$ cat src/rtl/enable_pipe_pkg.sv
// Shared helpers for the enable_pipe pipeline register.
package enable_pipe_pkg;

  // Width of the occupancy count for a pipe of the given depth (holds 0..depth).
  function automatic int unsigned occ_w(input int unsigned depth);
    return $clog2(depth + 1);
  endfunction

endpackage

$ cat src/rtl/enable_pipe_stage.sv
// One valid/data register of enable_pipe. Data is only written when a valid word
// is loaded, so it keeps its last value after the word drains.
// Optional build macro: ENABLE_PIPE_FLUSH_EN adds flush_i, which clears the valid bit.
module enable_pipe_stage #(
  parameter int unsigned Width = 8
) (
  input  logic             clk_i,
  input  logic             rst_ni,
  input  logic             load_i,
`ifdef ENABLE_PIPE_FLUSH_EN
  input  logic             flush_i,
`endif
  input  logic             valid_i,
  input  logic [Width-1:0] data_i,
  output logic             valid_o,
  output logic [Width-1:0] data_o
);

  typedef struct packed {
    logic             valid;
    logic [Width-1:0] data;
  } stage_t;

  stage_t st_q, st_d;

  // Next state: load valid always, data only when the loaded word is valid.
  always_comb begin
    st_d = st_q;
    if (load_i) begin
      st_d.valid = valid_i;
      if (valid_i) begin
        st_d.data = data_i;
      end
    end
`ifdef ENABLE_PIPE_FLUSH_EN
    // Flush wins over any load and leaves the data untouched.
    if (flush_i) begin
      st_d.valid = 1'b0;
      st_d.data  = st_q.data;
    end
`endif
  end

  // State register with asynchronous active-low reset.
  always_ff @(posedge clk_i or negedge rst_ni) begin
    if (!rst_ni) begin
      st_q <= '0;
    end else begin
      st_q <= st_d;
    end
  end

  assign valid_o = st_q.valid;
  assign data_o  = st_q.data;

endmodule

$ cat src/rtl/enable_pipe.sv
// Multi-stage valid/ready pipeline register with a global enable that freezes it.
// Empty stages pull from their predecessor even while the output is stalled.
// Optional build macro: ENABLE_PIPE_FLUSH_EN adds the synchronous flush input.
module enable_pipe
  import enable_pipe_pkg::*;
#(
  parameter int unsigned WIDTH = 8,
  parameter int unsigned DEPTH = 3,
  localparam int unsigned OCC_W = occ_w(DEPTH)
) (
  input  logic             clk,
  input  logic             rstN,
  input  logic             enable,
`ifdef ENABLE_PIPE_FLUSH_EN
  input  logic             flush,
`endif
  input  logic             in_valid,
  output logic             in_ready,
  input  logic [WIDTH-1:0] in_data,
  output logic             out_valid,
  input  logic             out_ready,
  output logic [WIDTH-1:0] out_data,
  output logic [OCC_W-1:0] occupancy
);

  logic [DEPTH-1:0]            v;
  logic [DEPTH-1:0][WIDTH-1:0] d;
  logic [DEPTH-1:0]            rdy;
  logic [OCC_W-1:0]            occ;

  // Ready chain from the output side back to the input side.
  always_comb begin
    logic carry;
    carry = out_ready;
    rdy   = '0;
    for (int i = int'(DEPTH) - 1; i >= 0; i--) begin
      carry  = enable && (!v[i] || carry);
      rdy[i] = carry;
    end
  end

  for (genvar g = 0; g < DEPTH; g++) begin : g_stage
    logic             valid_in;
    logic [WIDTH-1:0] data_in;

    if (g == 0) begin : g_head
      assign valid_in = in_valid;
      assign data_in  = in_data;
    end else begin : g_body
      assign valid_in = v[g-1];
      assign data_in  = d[g-1];
    end

    enable_pipe_stage #(
      .Width (WIDTH)
    ) u_stage (
      .clk_i   (clk),
      .rst_ni  (rstN),
      .load_i  (rdy[g]),
`ifdef ENABLE_PIPE_FLUSH_EN
      .flush_i (flush),
`endif
      .valid_i (valid_in),
      .data_i  (data_in),
      .valid_o (v[g]),
      .data_o  (d[g])
    );
  end

  // Occupancy is a popcount of the registered valid bits only.
  always_comb begin
    occ = '0;
    for (int i = 0; i < int'(DEPTH); i++) begin
      occ = occ + OCC_W'(v[i]);
    end
  end

`ifdef ENABLE_PIPE_FLUSH_EN
  // Nothing is accepted in a flush cycle since every valid is about to clear.
  assign in_ready = rdy[0] && !flush;
`else
  assign in_ready = rdy[0];
`endif

  // The consumer shares the enable domain, so out_valid may drop while frozen.
  assign out_valid = v[DEPTH-1] && enable;
  assign out_data  = d[DEPTH-1];
  assign occupancy = occ;

endmodule
$ cat config.mk
export PLATFORM = sky130hd
export DESIGN_NAME = enable_pipe
export DESIGN_NICKNAME = d
export VERILOG_FILES = /design/src/rtl/enable_pipe_pkg.sv /design/src/rtl/enable_pipe_stage.sv /design/src/rtl/enable_pipe.sv
export SDC_FILE = /design/constraint.sdc
export NUM_CORES = 1
export LEC_CHECK = 0
export CAP_MARGIN = 30
export CORE_MARGIN = 8
export CORE_UTILIZATION = 43
export CTS_CLUSTER_DIAMETER = 30
export CTS_CLUSTER_SIZE = 20
export DETAILED_ROUTE_END_ITERATION = 8
export GPL_TIMING_DRIVEN = 0
export HOLD_SLACK_MARGIN = 0.06
export PLACE_DENSITY_LB_ADDON = 0.08
export SLEW_MARGIN = 40
export SYNTH_ARGS = -nofsm -noshare
export SYNTH_HDL_FRONTEND = slang
export SYNTH_HIERARCHICAL = 1
export SYNTH_SLANG_ARGS = --single-unit
$ cat constraint.sdc
create_clock -name clk -period 1.35 [get_ports clk]
set_input_delay 0.27 -clock clk [delete_from_list [all_inputs] [get_ports clk]]
set_output_delay 0.27 -clock clk [all_outputs]
set_load 0.05 [all_outputs]
Word level (Yosys, flattened, before mapping)

Index checks and enable logic that the tools add are counted.

Flip-flop bits (word level): 27
Output and inout bits: 12
Input bits: 13
Word-level logic and storage cells: 21

Add/sub/neg operators: 2
Reductions and logical operators: 13

Operator list:

| cell                | count |
|---|---|
| $reduce_and A2 Y1   | 3 |
| $logic_and A1 B1 Y1 | 4 |
| $logic_not A1 Y1    | 3 |
| $logic_or A1 B1 Y1  | 3 |
| $add A1 B1 Y2       | 1 |
| $add A2 B1 Y2       | 1 |

Longest topological paths before layout

Word-level depth: 8
Gate-level depth with buffers: 4

Cells and area by module

Netlist, hierarchy kept.

Modules (own cells, without submodules):

| module            | area each (um^2) | cells each | instances | sequential area each (um^2) |
|---|---|---|---|---|
| enable_pipe_stage | 335.3            | 20         | 3         | 225.2 |
| enable_pipe       | 60.1             | 7          | 1         | 0.0 |

Least setup slack after synthesis

No wires, ideal clock.

Path kind: register to register
Start point: register g_stage[2].u_stage.st_q, in the netlist g_stage[2].u_stage/valid_o
End point: register g_stage[0].u_stage.st_q, in the netlist g_stage[0].u_stage/data_o[0]
Cell stages (with the launch flop): 5
Period minus slack after synthesis: 2.140 ns
Arrival time: 2.015 ns
Library setup time: 0.125 ns
Slack: -0.790 ns
Data required time: 1.225 ns
Path through: dfrtp_1 -> nor2b_4 -> a31oi_1 -> nand2_4 -> mux2_2

Cells in the longest elaborated chain, start to end: 8

Ends and longest elaborated chain:

| element                            | RTL line                | source |
|---|---|---|
| start, declared                    | enable_pipe_stage.sv:24 | `stage_t st_q, st_d;` |
| start signal, assigned             | enable_pipe_stage.sv:49 | `st_q <= st_d;` |
| $logic_not A1 Y1                   | enable_pipe.sv:37       | `carry = enable && (!v[i] \|\| carry);` |
| $logic_or A1 B1 Y1                 | enable_pipe.sv:37       |  |
| $logic_and A1 B1 Y1                | enable_pipe.sv:37       |  |
| $logic_or A1 B1 Y1                 | enable_pipe.sv:37       |  |
| $logic_and A1 B1 Y1                | enable_pipe.sv:37       |  |
| $logic_or A1 B1 Y1                 | enable_pipe.sv:37       |  |
| $logic_and A1 B1 Y1                | enable_pipe.sv:37       |  |
| named net in_ready                 | enable_pipe.sv:18       | `output logic in_ready,` |
| $reduce_and A2 Y1 (no source line) | n/a                     |  |
| end signal, assigned               | enable_pipe_stage.sv:49 |  |
| end, declared                      | enable_pipe_stage.sv:24 |  |

The timed path passes the listed nets, and every way through them passes these cells.
A chain may end at the register's enable or synchronous reset.

Worst setup path after layout

Start point: register g_stage[0].u_stage.st_q, in the netlist g_stage[0].u_stage/valid_o
End point: output occupancy[0]

Cells in the longest elaborated chain, start to end: 2

Ends and longest elaborated chain:

| element       | RTL line          | source |
|---|---|---|
| $add A1 B1 Y2 | enable_pipe.sv:74 | `occ = occ + OCC_W'(v[i]);` |
| $add A2 B1 Y2 | enable_pipe.sv:74 |  |
| end, declared | enable_pipe.sv:23 | `output logic [OCC_W-1:0] occupancy` |

Every way passes these cells.

==> metrics <==
H-tree levels=1; IO Count=25; sequential area share after synthesis=between 60% and 70%; Non-Filler Instances=between 100 and 150; row count=18; Final Max Slew Viols=0; fin crit share=131%; Clock Sink Count=27; Layout Skew=0.00709 ns; Metal-1 WL=around 1.1 mm; worst vdd ir=1.32 mV; most common cell in the netlist=dfrtp_1; met3 routed WL=144 um; endpoint class of the critical path=output pin; area delta synth->final=47.9%; CTS buffer count=3; Clock Power Share=11.6%; Worst-Margin Slew=~0.59 ns; violated checks=negative setup slack; hold slack=roughly 0.47 ns; top cells by area, synth=dfrtp_1, mux2_2, nand2_4; max cap viols=0; largest net degree at the start of global routing=28; Power Density=about 1900 nW/um2; via count=roughly 690; Setup WS post-layout=-0.419 ns; Synth Register Bits=27; Post-Syn Area per Cell=15.9 um2; routed length on met2=1.02 mm; Lkg Pwr=0.771 nW; die area=approximately 4300 um2; core area=~2400 um2; Mapped Nets=81; dominant synthesized flop cell=dfrtp_1; Initial Util=around 44%; Final Net Count=between 100 and 150; Synth top area share=63.4%; highest fanout seen on the critical path=2; antenna violations before repair=0; GRT overflow=0; Post-Syn Area=between 1000 and 1500 um2; DIE HEIGHT=between 60 and 70 um; post-route cell area=1580 um2; Final Wtd Congestion=between 0.6 and 0.7; Startpoint Class=flip-flop; vias in the first global route=slightly above 700; 1st-pass router iterations=3; Worst EP required=about 1.1 ns; clk_lat worst skew=approximately 0.32 ns; DRC=0; P_sw=approximately 1.2 mW; Vias per Instance=roughly 5.0; Post-Syn Instances=67; Synth cell types=11; minimum clock period after layout=1.77 ns; Clock Tree Root=clkbuf_4; Top Layer Used=met4; ys async rst share=100%; Ys Warns=6; Antenna Cells=0; Worst Hold Class=in2async; Routed WL=2.28 mm; Max Fclk=565 MHz; EDFF count, synth=0; CTS tree=yes; GRT Util Overall=about a tenth; final hold violation count=0; sw frac=about two fifths; Final ANT Viol Nets=0; top cell type by total area after synthesis=dfrtp_1; wire per inst=around 17 um; 1st-iter DRT viols=21; crit path DAT=1.50 ns; status=finished, violations left; critical path class=reg2out; pre-CTS WS=-0.814 ns; unrepaired setup endpoints after global routing=yes; clk slew on worst S/H paths=0.14 ns; relative slew slack=about 61%; # setup viols final=29; Fillers=about 200; Die X=~66 um; share of cells above drive strength 1=between 50% and 60%; total power=2.93 mW; CTS max path bufs=2; Synth top cells by count=dfrtp_1, mux2_2, inv_1, nand2_4, o21ai_0; Seq pwr share=slightly above 40%; Post-DP Area=approximately 1400 um2; global-route wire length before repair=around 3.2 mm; IO Port Bufs=24; combinational power share=around 47%; Placed Instances=about 120; Internal=1.76 mW
area by class of cell:
cell class / instances / area (um2) / area share [%]
Clock buffer: 4 / 26.3 / 1.67
Inverter: 4 / 15.0 / 0.952
Multi-Input combinational cell: 39 / 523 / 33.2
Sequential cell: 27 / 678 / 43.0
Tap cell: 30 / 37.5 / 2.38
Timing Repair Buffer: 34 / 297 / 18.8
layer usage:
| layer | up-vias | track usage, % |
|---|---|---|
| met5 | - | 0 |
| met4 | 0 | 6.54 |
| met3 | 6 | 3.56 |
| met2 | 19 | 16.6 |
| met1 | 340 | 10.5 |
| li1 | 320 | - |
timing repair:
item,CTS,global route
endpoints found under the setup margin,36,32
hold endpoints to repair,27,0
pin swaps,1,5
resized for setup,68,34
setup buffers,5,4
cloned,1,2
hold buffers,1,0
cells in the final DEF, fill, tap and decap left out:
master	count
buf_8	1
nor2b_4	1
dfrtp_1	25
nand2_8	1
dlygate4sd3_1	1
o21ai_2	1
a21oi_4	1
buf_6	7
buf_4	5
clkdlybuf4s50_1	11
and2_4	1
dfrtp_2	2
clkbuf_1	1
mux2_4	17
mux2_2	7
buf_2	9
inv_1	4
nor2_4	1
clkbuf_4	3
nand2_4	5
fa_2	1
o21ai_0	2
a31oi_4	1
worst max-delay path, cell delays in order (launching register included):
cell and delay (ns):
dfrtp_2 0.44, fa_2 0.58, buf_6 0.16
worst paths after layout:
path                            cells after the start                    startpoint  slack (ns)                      endpoint
worst max-delay path                                2    g_stage[0].u_stage/valid_o       -0.42                  occupancy[0]
worst min-delay path                                2                          rstN        0.47  g_stage[2].u_stage/data_o[2]
worst min register to register                      1  g_stage[0].u_stage/data_o[3]        0.51  g_stage[1].u_stage/data_o[3]
max in group asynchronous                           2                          rstN        0.45    g_stage[1].u_stage/valid_o
worst max register to register                      6    g_stage[2].u_stage/valid_o       -0.24  g_stage[0].u_stage/data_o[3]
min in group clk                                    1  g_stage[0].u_stage/data_o[3]        0.51  g_stage[1].u_stage/data_o[3]
state kept, by name, summed over array words and instances, names as in the netlist:
signal,cells
g_stage.u_stage/data_o,24
g_stage.u_stage/valid_o,3
through the flow:
stage | utilization (%) | setup TNS (ns)
2_1_floorplan | - | -1.39
5_1_grt | 65.4 | -5.45
3_5_place_dp | 56.3 | -10.75
4_1_cts | 59.9 | -3.85
6_report | 65.4 | -4.02
3_3_place_gp | 56.5 | -20.83
power groups by stage:
stage          logic, mW  registers (mW)  clock network, mW
2_1_floorplan      0.426            1.63                  0
3_3_place_gp        1.22            1.22                  0
3_5_place_dp        1.24            1.23                  0
4_1_cts             1.25            1.19              0.364
5_1_grt             1.45            1.24              0.395
6_report            1.39            1.20              0.339
kinds of logic (layout without fill, tap and decap cells):
family,count (synthesis),count (layout),synth area share (%)
flip-flops,27,27,63.4
multiplexers,24,24,25.4
AND/OR/NAND/NOR,6,9,5.52
AO/OA/AOI/OAI,5,5,2.46
buffers and inverters,4,42,1.41
adder cells (fa/ha/maj),1,1,1.88
Note: power is estimated with default switching activity, not from simulation.
